$ cat src/rtl/snd_tone_gen.sv
// snd_tone_gen: multi-channel square-wave tone generator with a registered mix level.
// Define SND_ENVELOPE_EN to add the per-note duration envelope and snd_duration port.
module snd_tone_gen #(
  parameter int NUM_CHANNELS = 4,
  parameter int COUNT_WIDTH  = 26,
  parameter int TICK_DIVIDER = 50000,
  parameter int DUR_WIDTH    = 12,
  localparam int SEL_W = (NUM_CHANNELS > 1) ? $clog2(NUM_CHANNELS) : 1,
  localparam int MIX_W = $clog2(NUM_CHANNELS + 1)
) (
  input  logic                    clk,
  input  logic                    rst_async,
  input  logic [SEL_W-1:0]        snd_channel_sel,
  input  logic [COUNT_WIDTH-1:0]  snd_max_count,
  input  logic                    snd_latch_max_count,
`ifdef SND_ENVELOPE_EN
  input  logic [DUR_WIDTH-1:0]    snd_duration,
`endif
  output logic [NUM_CHANNELS-1:0] snd_wave,
  output logic [NUM_CHANNELS-1:0] snd_active,
  output logic [MIX_W-1:0]        snd_mix
);

  if (NUM_CHANNELS < 1 || NUM_CHANNELS > 16 || COUNT_WIDTH < 1 ||
      TICK_DIVIDER < 1 || DUR_WIDTH < 1) begin : g_cfg_check
    $error("snd_tone_gen: unsupported parameter set");
  end

  function automatic logic [MIX_W-1:0] popcount(input logic [NUM_CHANNELS-1:0] v);
    logic [MIX_W-1:0] n;
    n = {MIX_W{1'b0}};
    for (int i = 0; i < NUM_CHANNELS; i++) begin
      n = n + MIX_W'(v[i]);
    end
    return n;
  endfunction

  logic [COUNT_WIDTH-1:0]  period_r   [NUM_CHANNELS];
  logic [COUNT_WIDTH-1:0]  period_nxt [NUM_CHANNELS];
  logic [COUNT_WIDTH-1:0]  count_r    [NUM_CHANNELS];
  logic [COUNT_WIDTH-1:0]  count_nxt  [NUM_CHANNELS];
  logic [NUM_CHANNELS-1:0] wave_r;
  logic [NUM_CHANNELS-1:0] wave_nxt;
  logic [NUM_CHANNELS-1:0] latch_hit_s;
  logic [NUM_CHANNELS-1:0] expire_s;
  logic [MIX_W-1:0]        mix_r;

  // An out-of-range select matches no channel, so the latch is silently dropped.
  always_comb begin
    latch_hit_s = {NUM_CHANNELS{1'b0}};
    for (int i = 0; i < NUM_CHANNELS; i++) begin
      if (snd_latch_max_count && (snd_channel_sel == SEL_W'(i))) begin
        latch_hit_s[i] = 1'b1;
      end else begin
        latch_hit_s[i] = 1'b0;
      end
    end
  end

`ifdef SND_ENVELOPE_EN
  localparam int TICK_W = (TICK_DIVIDER > 1) ? $clog2(TICK_DIVIDER) : 1;

  logic [TICK_W-1:0]    presc_r;
  logic                 tick_s;
  logic [DUR_WIDTH-1:0] dur_r   [NUM_CHANNELS];
  logic [DUR_WIDTH-1:0] dur_nxt [NUM_CHANNELS];

  assign tick_s = (presc_r == TICK_W'(TICK_DIVIDER - 1));

  // Free-running envelope prescaler; tick_s marks its terminal count.
  always_ff @(posedge clk or posedge rst_async) begin
    if (rst_async) begin
      presc_r <= {TICK_W{1'b0}};
    end else if (tick_s) begin
      presc_r <= {TICK_W{1'b0}};
    end else begin
      presc_r <= presc_r + TICK_W'(1);
    end
  end

  // Duration countdown: a latch on the tick edge reloads instead of counting.
  always_comb begin
    for (int i = 0; i < NUM_CHANNELS; i++) begin
      dur_nxt[i]  = dur_r[i];
      expire_s[i] = 1'b0;
      if (latch_hit_s[i]) begin
        dur_nxt[i] = snd_duration;
      end else if (tick_s && (dur_r[i] == DUR_WIDTH'(1))) begin
        dur_nxt[i]  = {DUR_WIDTH{1'b0}};
        expire_s[i] = 1'b1;
      end else if (tick_s && (dur_r[i] > DUR_WIDTH'(1))) begin
        dur_nxt[i] = dur_r[i] - DUR_WIDTH'(1);
      end else begin
        dur_nxt[i] = dur_r[i];
      end
    end
  end

  // Duration registers.
  always_ff @(posedge clk or posedge rst_async) begin
    if (rst_async) begin
      for (int i = 0; i < NUM_CHANNELS; i++) begin
        dur_r[i] <= {DUR_WIDTH{1'b0}};
      end
    end else begin
      for (int i = 0; i < NUM_CHANNELS; i++) begin
        dur_r[i] <= dur_nxt[i];
      end
    end
  end
`else
  assign expire_s = {NUM_CHANNELS{1'b0}};
`endif

  // Per-channel tone state: latch restarts phase, expiry silences, else count/toggle.
  always_comb begin
    wave_nxt = wave_r;
    for (int i = 0; i < NUM_CHANNELS; i++) begin
      period_nxt[i] = period_r[i];
      count_nxt[i]  = count_r[i];
      if (latch_hit_s[i]) begin
        period_nxt[i] = snd_max_count;
        count_nxt[i]  = {COUNT_WIDTH{1'b0}};
        wave_nxt[i]   = 1'b0;
      end else if (expire_s[i]) begin
        period_nxt[i] = {COUNT_WIDTH{1'b0}};
        count_nxt[i]  = {COUNT_WIDTH{1'b0}};
        wave_nxt[i]   = 1'b0;
      end else if (period_r[i] == {COUNT_WIDTH{1'b0}}) begin
        count_nxt[i] = {COUNT_WIDTH{1'b0}};
        wave_nxt[i]  = 1'b0;
      end else if (count_r[i] == (period_r[i] - COUNT_WIDTH'(1))) begin
        count_nxt[i] = {COUNT_WIDTH{1'b0}};
        wave_nxt[i]  = ~wave_r[i];
      end else begin
        count_nxt[i] = count_r[i] + COUNT_WIDTH'(1);
      end
    end
  end

  // Tone registers and the mix level, which trails the waves by one cycle.
  always_ff @(posedge clk or posedge rst_async) begin
    if (rst_async) begin
      for (int i = 0; i < NUM_CHANNELS; i++) begin
        period_r[i] <= {COUNT_WIDTH{1'b0}};
        count_r[i]  <= {COUNT_WIDTH{1'b0}};
      end
      wave_r <= {NUM_CHANNELS{1'b0}};
      mix_r  <= {MIX_W{1'b0}};
    end else begin
      for (int i = 0; i < NUM_CHANNELS; i++) begin
        period_r[i] <= period_nxt[i];
        count_r[i]  <= count_nxt[i];
      end
      wave_r <= wave_nxt;
      mix_r  <= popcount(wave_r);
    end
  end

  // A channel is active whenever its period register is nonzero.
  always_comb begin
    snd_active = {NUM_CHANNELS{1'b0}};
    for (int i = 0; i < NUM_CHANNELS; i++) begin
      snd_active[i] = (period_r[i] != {COUNT_WIDTH{1'b0}});
    end
  end

  assign snd_wave = wave_r;
  assign snd_mix  = mix_r;

endmodule

$ cat config.mk
export PLATFORM = sky130hd
export DESIGN_NAME = snd_tone_gen
export DESIGN_NICKNAME = d
export VERILOG_FILES = /design/src/rtl/snd_tone_gen.sv
export SDC_FILE = /design/constraint.sdc
export NUM_CORES = 1
export LEC_CHECK = 0
export CAP_MARGIN = 10
export CORE_ASPECT_RATIO = 0.9
export CORE_MARGIN = 5
export CORE_UTILIZATION = 42
export DETAILED_ROUTE_END_ITERATION = 12
export HOLD_SLACK_MARGIN = 0.02
export PLACE_DENSITY = 0.7
export SYNTH_ARGS = -nofsm -noshare
export SYNTH_HDL_FRONTEND = slang
export SYNTH_SLANG_ARGS = --single-unit
$ cat constraint.sdc
create_clock -name clk -period 15.2 [get_ports clk]
set_input_delay 3.04 -clock clk [delete_from_list [all_inputs] [get_ports clk]]
set_output_delay 3.04 -clock clk [all_outputs]
set_load 0.005 [all_outputs]
# Word-level counts from Yosys, hierarchy flattened
# Cells that the tools add are included.
[word_totals]
regBits = 215
latchBits = 0
ram_bits = 0
rom_bits = 0
input_bits = 31
wordCells = 80
memories = 0
[op_classes]
n_addsub = 11
multipliers = 0
n_div = 0
order_cmp = 0
n_eq_ne = 7
n_shift = 0
muxes = 28
bitwise_logic = 4
n_reduce_logical = 17
[op_table]
columns = ["cell", "n"]
rows = [
  ["26-bit 2-to-1 mux", 12],
  ["26-bit by 1-bit adder with 26-bit output, second input constant", 4],
  ["26-bit == test", 4],
  ["26-bit zero test", 4],
  ["26-bit nonzero test", 4],
  ["26-bit by 1-bit subtractor with 26-bit output, second input constant", 4],
  ["1-bit 2-to-1 mux", 16],
  ["3-bit nonzero test", 4],
  ["2-bit == test, second input constant", 2],
  ["1-bit logical AND", 4],
  ["1-bit NOT", 4],
  ["2-bit by 1-bit adder with 3-bit output", 1],
  ["3-bit by 1-bit adder with 3-bit output", 1],
  ["1-bit by 1-bit adder with 2-bit output", 1],
  ["2-bit by 1-bit == test with 1-bit output, second input constant", 1],
  ["2-bit zero test", 1],
]

# Depth between registers and ports, before layout
[depth]
depth_word = 5
ltp_mapped = 12
mapped_depth_nobuf = 10

# Worst setup path before layout
# Ideal clock, no wire load.
[synth_path]
path_type = "register to output"
from = "register period_r[91] in the netlist's numbering"
to = "output snd_active[0]"
t_arrival_ps = 2197
setup_slack_ps = 9963
stages_incl_launch_ff = 5
path_cell_list = "dfrtp_1 or4_4 or3_1 or3_1 or4_1"
[synth_via]
elab_chain_cells = 1
[synth_lines]
columns = ["element", "line_no", "source"]
rows = [
  ["start, declared", "38", "logic [COUNT_WIDTH-1:0] period_r [NUM_CHANNELS];"],
  ["start signal, assigned by index", "145", "period_r[i] <= {COUNT_WIDTH{1'b0}};"],
  ["start signal, assigned by index", "152", "period_r[i] <= period_nxt[i];"],
  ["26-bit nonzero test", "164", "snd_active[i] = (period_r[i] != {COUNT_WIDTH{1'b0}});"],
  ["end, declared", "20", "output logic [NUM_CHANNELS-1:0] snd_active,"],
]
# No other way between the ends.

# Worst setup path in the final report
# Ends and elaborated chain as after synthesis.

==> run summary <==
Synth top area share: 0.421
Final Slew Violations: 0
Io pins: 42
R2R cell count: 8
Final ANT Viol Nets: 0
DIE AREA: 0.0340 mm^2
Via Count: 9848
Gate Count Post-Synth: 1299
Initial DRC count: 643
Mean Syn Cell Area: 9.83 um^2
Synth Register Bits: 215
Post-CTS setup buffer count: 0
Total GRT Usage: 0.183
Number of global-route vias before repair: 9630
Yosys warnings: 0
Routed wire length: 31400 um
Root buffer cell: clkbuf_16
Filler cells: 2780
Post-DR vias/cell: 5.68
Worst-path cell chain: or4_4 > or3_1 > or3_1 > or4_1 > clkdlybuf4s50_1
Worst Path Required: 12160 ps
CTS Buf Count: 23
Worst skew pair latency: 510 ps
Fin util: 0.475
RSZ-0062 raised after global routing: false
CP Launch Type: flip-flop
CTS Sinks: 215
Top delay family on crit path: simple AND/OR/NAND/NOR gates
Area leader, netlist: dfrtp_1
Number of flops mapped to enable cells by yosys: 0
First-pass GRT wire length: 51900 um
Fin crit period: 6560 ps
Hold path endpoint: count_r[52]$_DFF_PP0_
Initial antenna violation count: 3
Hold path cells: 1
Layout cells sized above 1: 0.117
Rel. slew slack: 0.297
Synth async-reset ratio: 1.00
Area of the multi-input gates: 0.00706 mm^2
Die H: 175 um
Hold-fix buffers at CTS: 0
Die width: 194 um
Clock slew seen by the registers of the worst setup and hold paths: 60 ps
DP HPWL: 22600 um
Global placer's final weighted congestion: 0.904
Placement Rows: 60
Tcrit/Tclk final: 0.431
Least-Margin Pin Slew: 1050 ps
H-Tree Depth: 1
Final Hold Fails: 0
Crit path top cell by count: or3_1
DRC viols: 0
Drt first pass iters: 5
Gr ovfl total: 0
Wire per inst: 18.1 um
CP max stage delay: 600 ps
Fin Setup TNS: 0 ps
Area delta synth->final: 11.4%
Setup CP Type: reg2out
Static Leak: 5.72 nW
Top cells by area, synth: dfrtp_1, mux2_2, xnor2_1
Mapped cell area: 0.0128 mm^2
Fin nets: 1362
Maximum clock path buffer count: 3
Hold Crit Start: count_r[52]$_DFF_PP0_
TritonCTS clock tree: yes
Initial Util: 0.426
CP Capture Type: primary output
Fmax: 0.153 GHz
P per Cell Area: 118 mW/mm^2
Worst reg2reg path endpoint: count_r[71]$_DFF_PP0_
# setup viols final: 0
Gates resized, CTS repair: 0
Peak supply drop: 0.103 mV
Syn nets: 1343
CP Data Arrival Time: 3520 ps
R2R setup slack: 10920 ps
Worst Clk Skew: 10.0 ps
Number of distinct library cells after synthesis: 68
Critical path peak fanout: 11
Max Cap Viol: 0
Reg area: 0.00538 mm^2
N_diodes: 0
Worst Hold Class: reg2reg
I/O Buffers: 41
Buffers & Inverters on Critical Path: 1
Status: complete, no violations
R2r startpoint: period_r[56]$_DFFE_PP0P_
Slowest cell on crit path: or4_1
Core box area: 0.0300 mm^2
Largest net degree at the start of global routing: 74
Synth Flop Type: dfrtp_1
Register area share after synthesis: 0.421
[cell usage in the layout, fill, tap and decap left out, types with 4 or more instances in the layout]
cell type	instances
a211oi_1	8
a21oi_1	23
a31oi_1	10
and2_1	9
and3_1	35
and4_1	7
and4b_1	4
buf_4	6
clkbuf_1	6
clkbuf_16	23
clkdlybuf4s50_1	41
dfrtp_1	215
ha_1	12
inv_1	21
mux2_2	102
mux2i_1	5
nand2_1	53
nand2b_1	14
nand3_1	79
nand3b_1	7
nand4_1	22
nor2_1	137
nor2b_1	9
nor3_1	60
nor3b_1	6
nor4_1	29
nor4b_1	5
o211ai_1	7
o21a_1	4
o21ai_0	25
o31ai_1	5
o32ai_1	4
or2_2	5
or3_1	21
or4_1	25
xnor2_1	124
xor2_1	104
[power breakdown]
part	internal [mW]	switching (mW)
Combinational	0.179	0.172
Sequential	0.647	0.118
Clock	0.337	0.227
Total	1.16	0.517
[through the flow]
step | setup WS (ps) | power (mW) | hold slack, ps | instance area (um^2) | cells
3_5_place_dp | 9170 | 1.12 | 525 | 13500 | 1696
3_3_place_gp | 9190 | 1.10 | 519 | 13500 | 1696
6_report | 8640 | 1.68 | 532 | 14200 | 1733
2_1_floorplan | 6280 | 1.02 | 484 | 12800 | 1299
4_1_cts | 8620 | 1.69 | 535 | 14200 | 1733
5_1_grt | 8530 | 1.77 | 553 | 14200 | 1733
[worst register-to-register path, stage by stage (launching register included)]
cell and delay (ps):
dfrtp_1 450, nor4_1 730, nand4_1 380, or3_1 440, a211o_1 320, a2111oi_0 590, o2111ai_1 310, nand3_1 760
nor2_1 130
[kinds of logic after synthesis]
family,synth area share
AND/OR/NAND/NOR,0.228
XOR/XNOR,0.156
flip-flops,0.421
AO/OA/AOI/OAI,0.0611
multiplexers,0.0939
buffers and inverters,0.0262
adder cells (fa/ha/maj),0.0133
[Yosys cell counts, types with 25 or more instances]
| master | count |
|---|---|
| dfrtp_1 | 215 |
| nor2_1 | 137 |
| xnor2_1 | 124 |
| xor2_1 | 104 |
| mux2_2 | 102 |
| nand3_1 | 79 |
| nor3_1 | 60 |
| nand2_1 | 53 |
| clkbuf_1 | 39 |
| and3_1 | 35 |
| nor4_1 | 29 |
| o21ai_0 | 25 |
| or4_1 | 25 |
[registers in the layout (all words and copies together), names as in the netlist]
register / cells
count_r: 104
period_r: 104
snd_wave: 4
snd_mix: 3
[routing by layer]
metal  GRT usage  share of wire  wire length [um]
met2       0.292           0.45             14000
met4      0.0386          0.020               633
met3      0.0269          0.052              1630
met1       0.268           0.48             15200
met5           0              0                 0
[layout make-up]
type,instances,area share
inverters,22,0.00634
clock inverters,6,0.00766
repair buffers,47,0.0320
flip-flops and latches,215,0.378
well taps,403,0.0355
multi-input cells,1009,0.496
clock buffers,31,0.0440
[worst max-delay path by stage]
stage | start | slack (ps) | end | cells past startpoint
detailed placement | period_r[91]$_DFFE_PP0P_ | 9170 | snd_active[0] | 5
CTS | period_r[91]$_DFFE_PP0P_ | 8620 | snd_active[0] | 5
floorplan | rst_async | 6280 | count_r[0]$_DFF_PP0_ | 1
global placement | period_r[91]$_DFFE_PP0P_ | 9190 | snd_active[0] | 5
finish | period_r[91]$_DFFE_PP0P_ | 8640 | snd_active[0] | 5
global route | period_r[91]$_DFFE_PP0P_ | 8530 | snd_active[0] | 5
(Power assumes the default switching activity.)
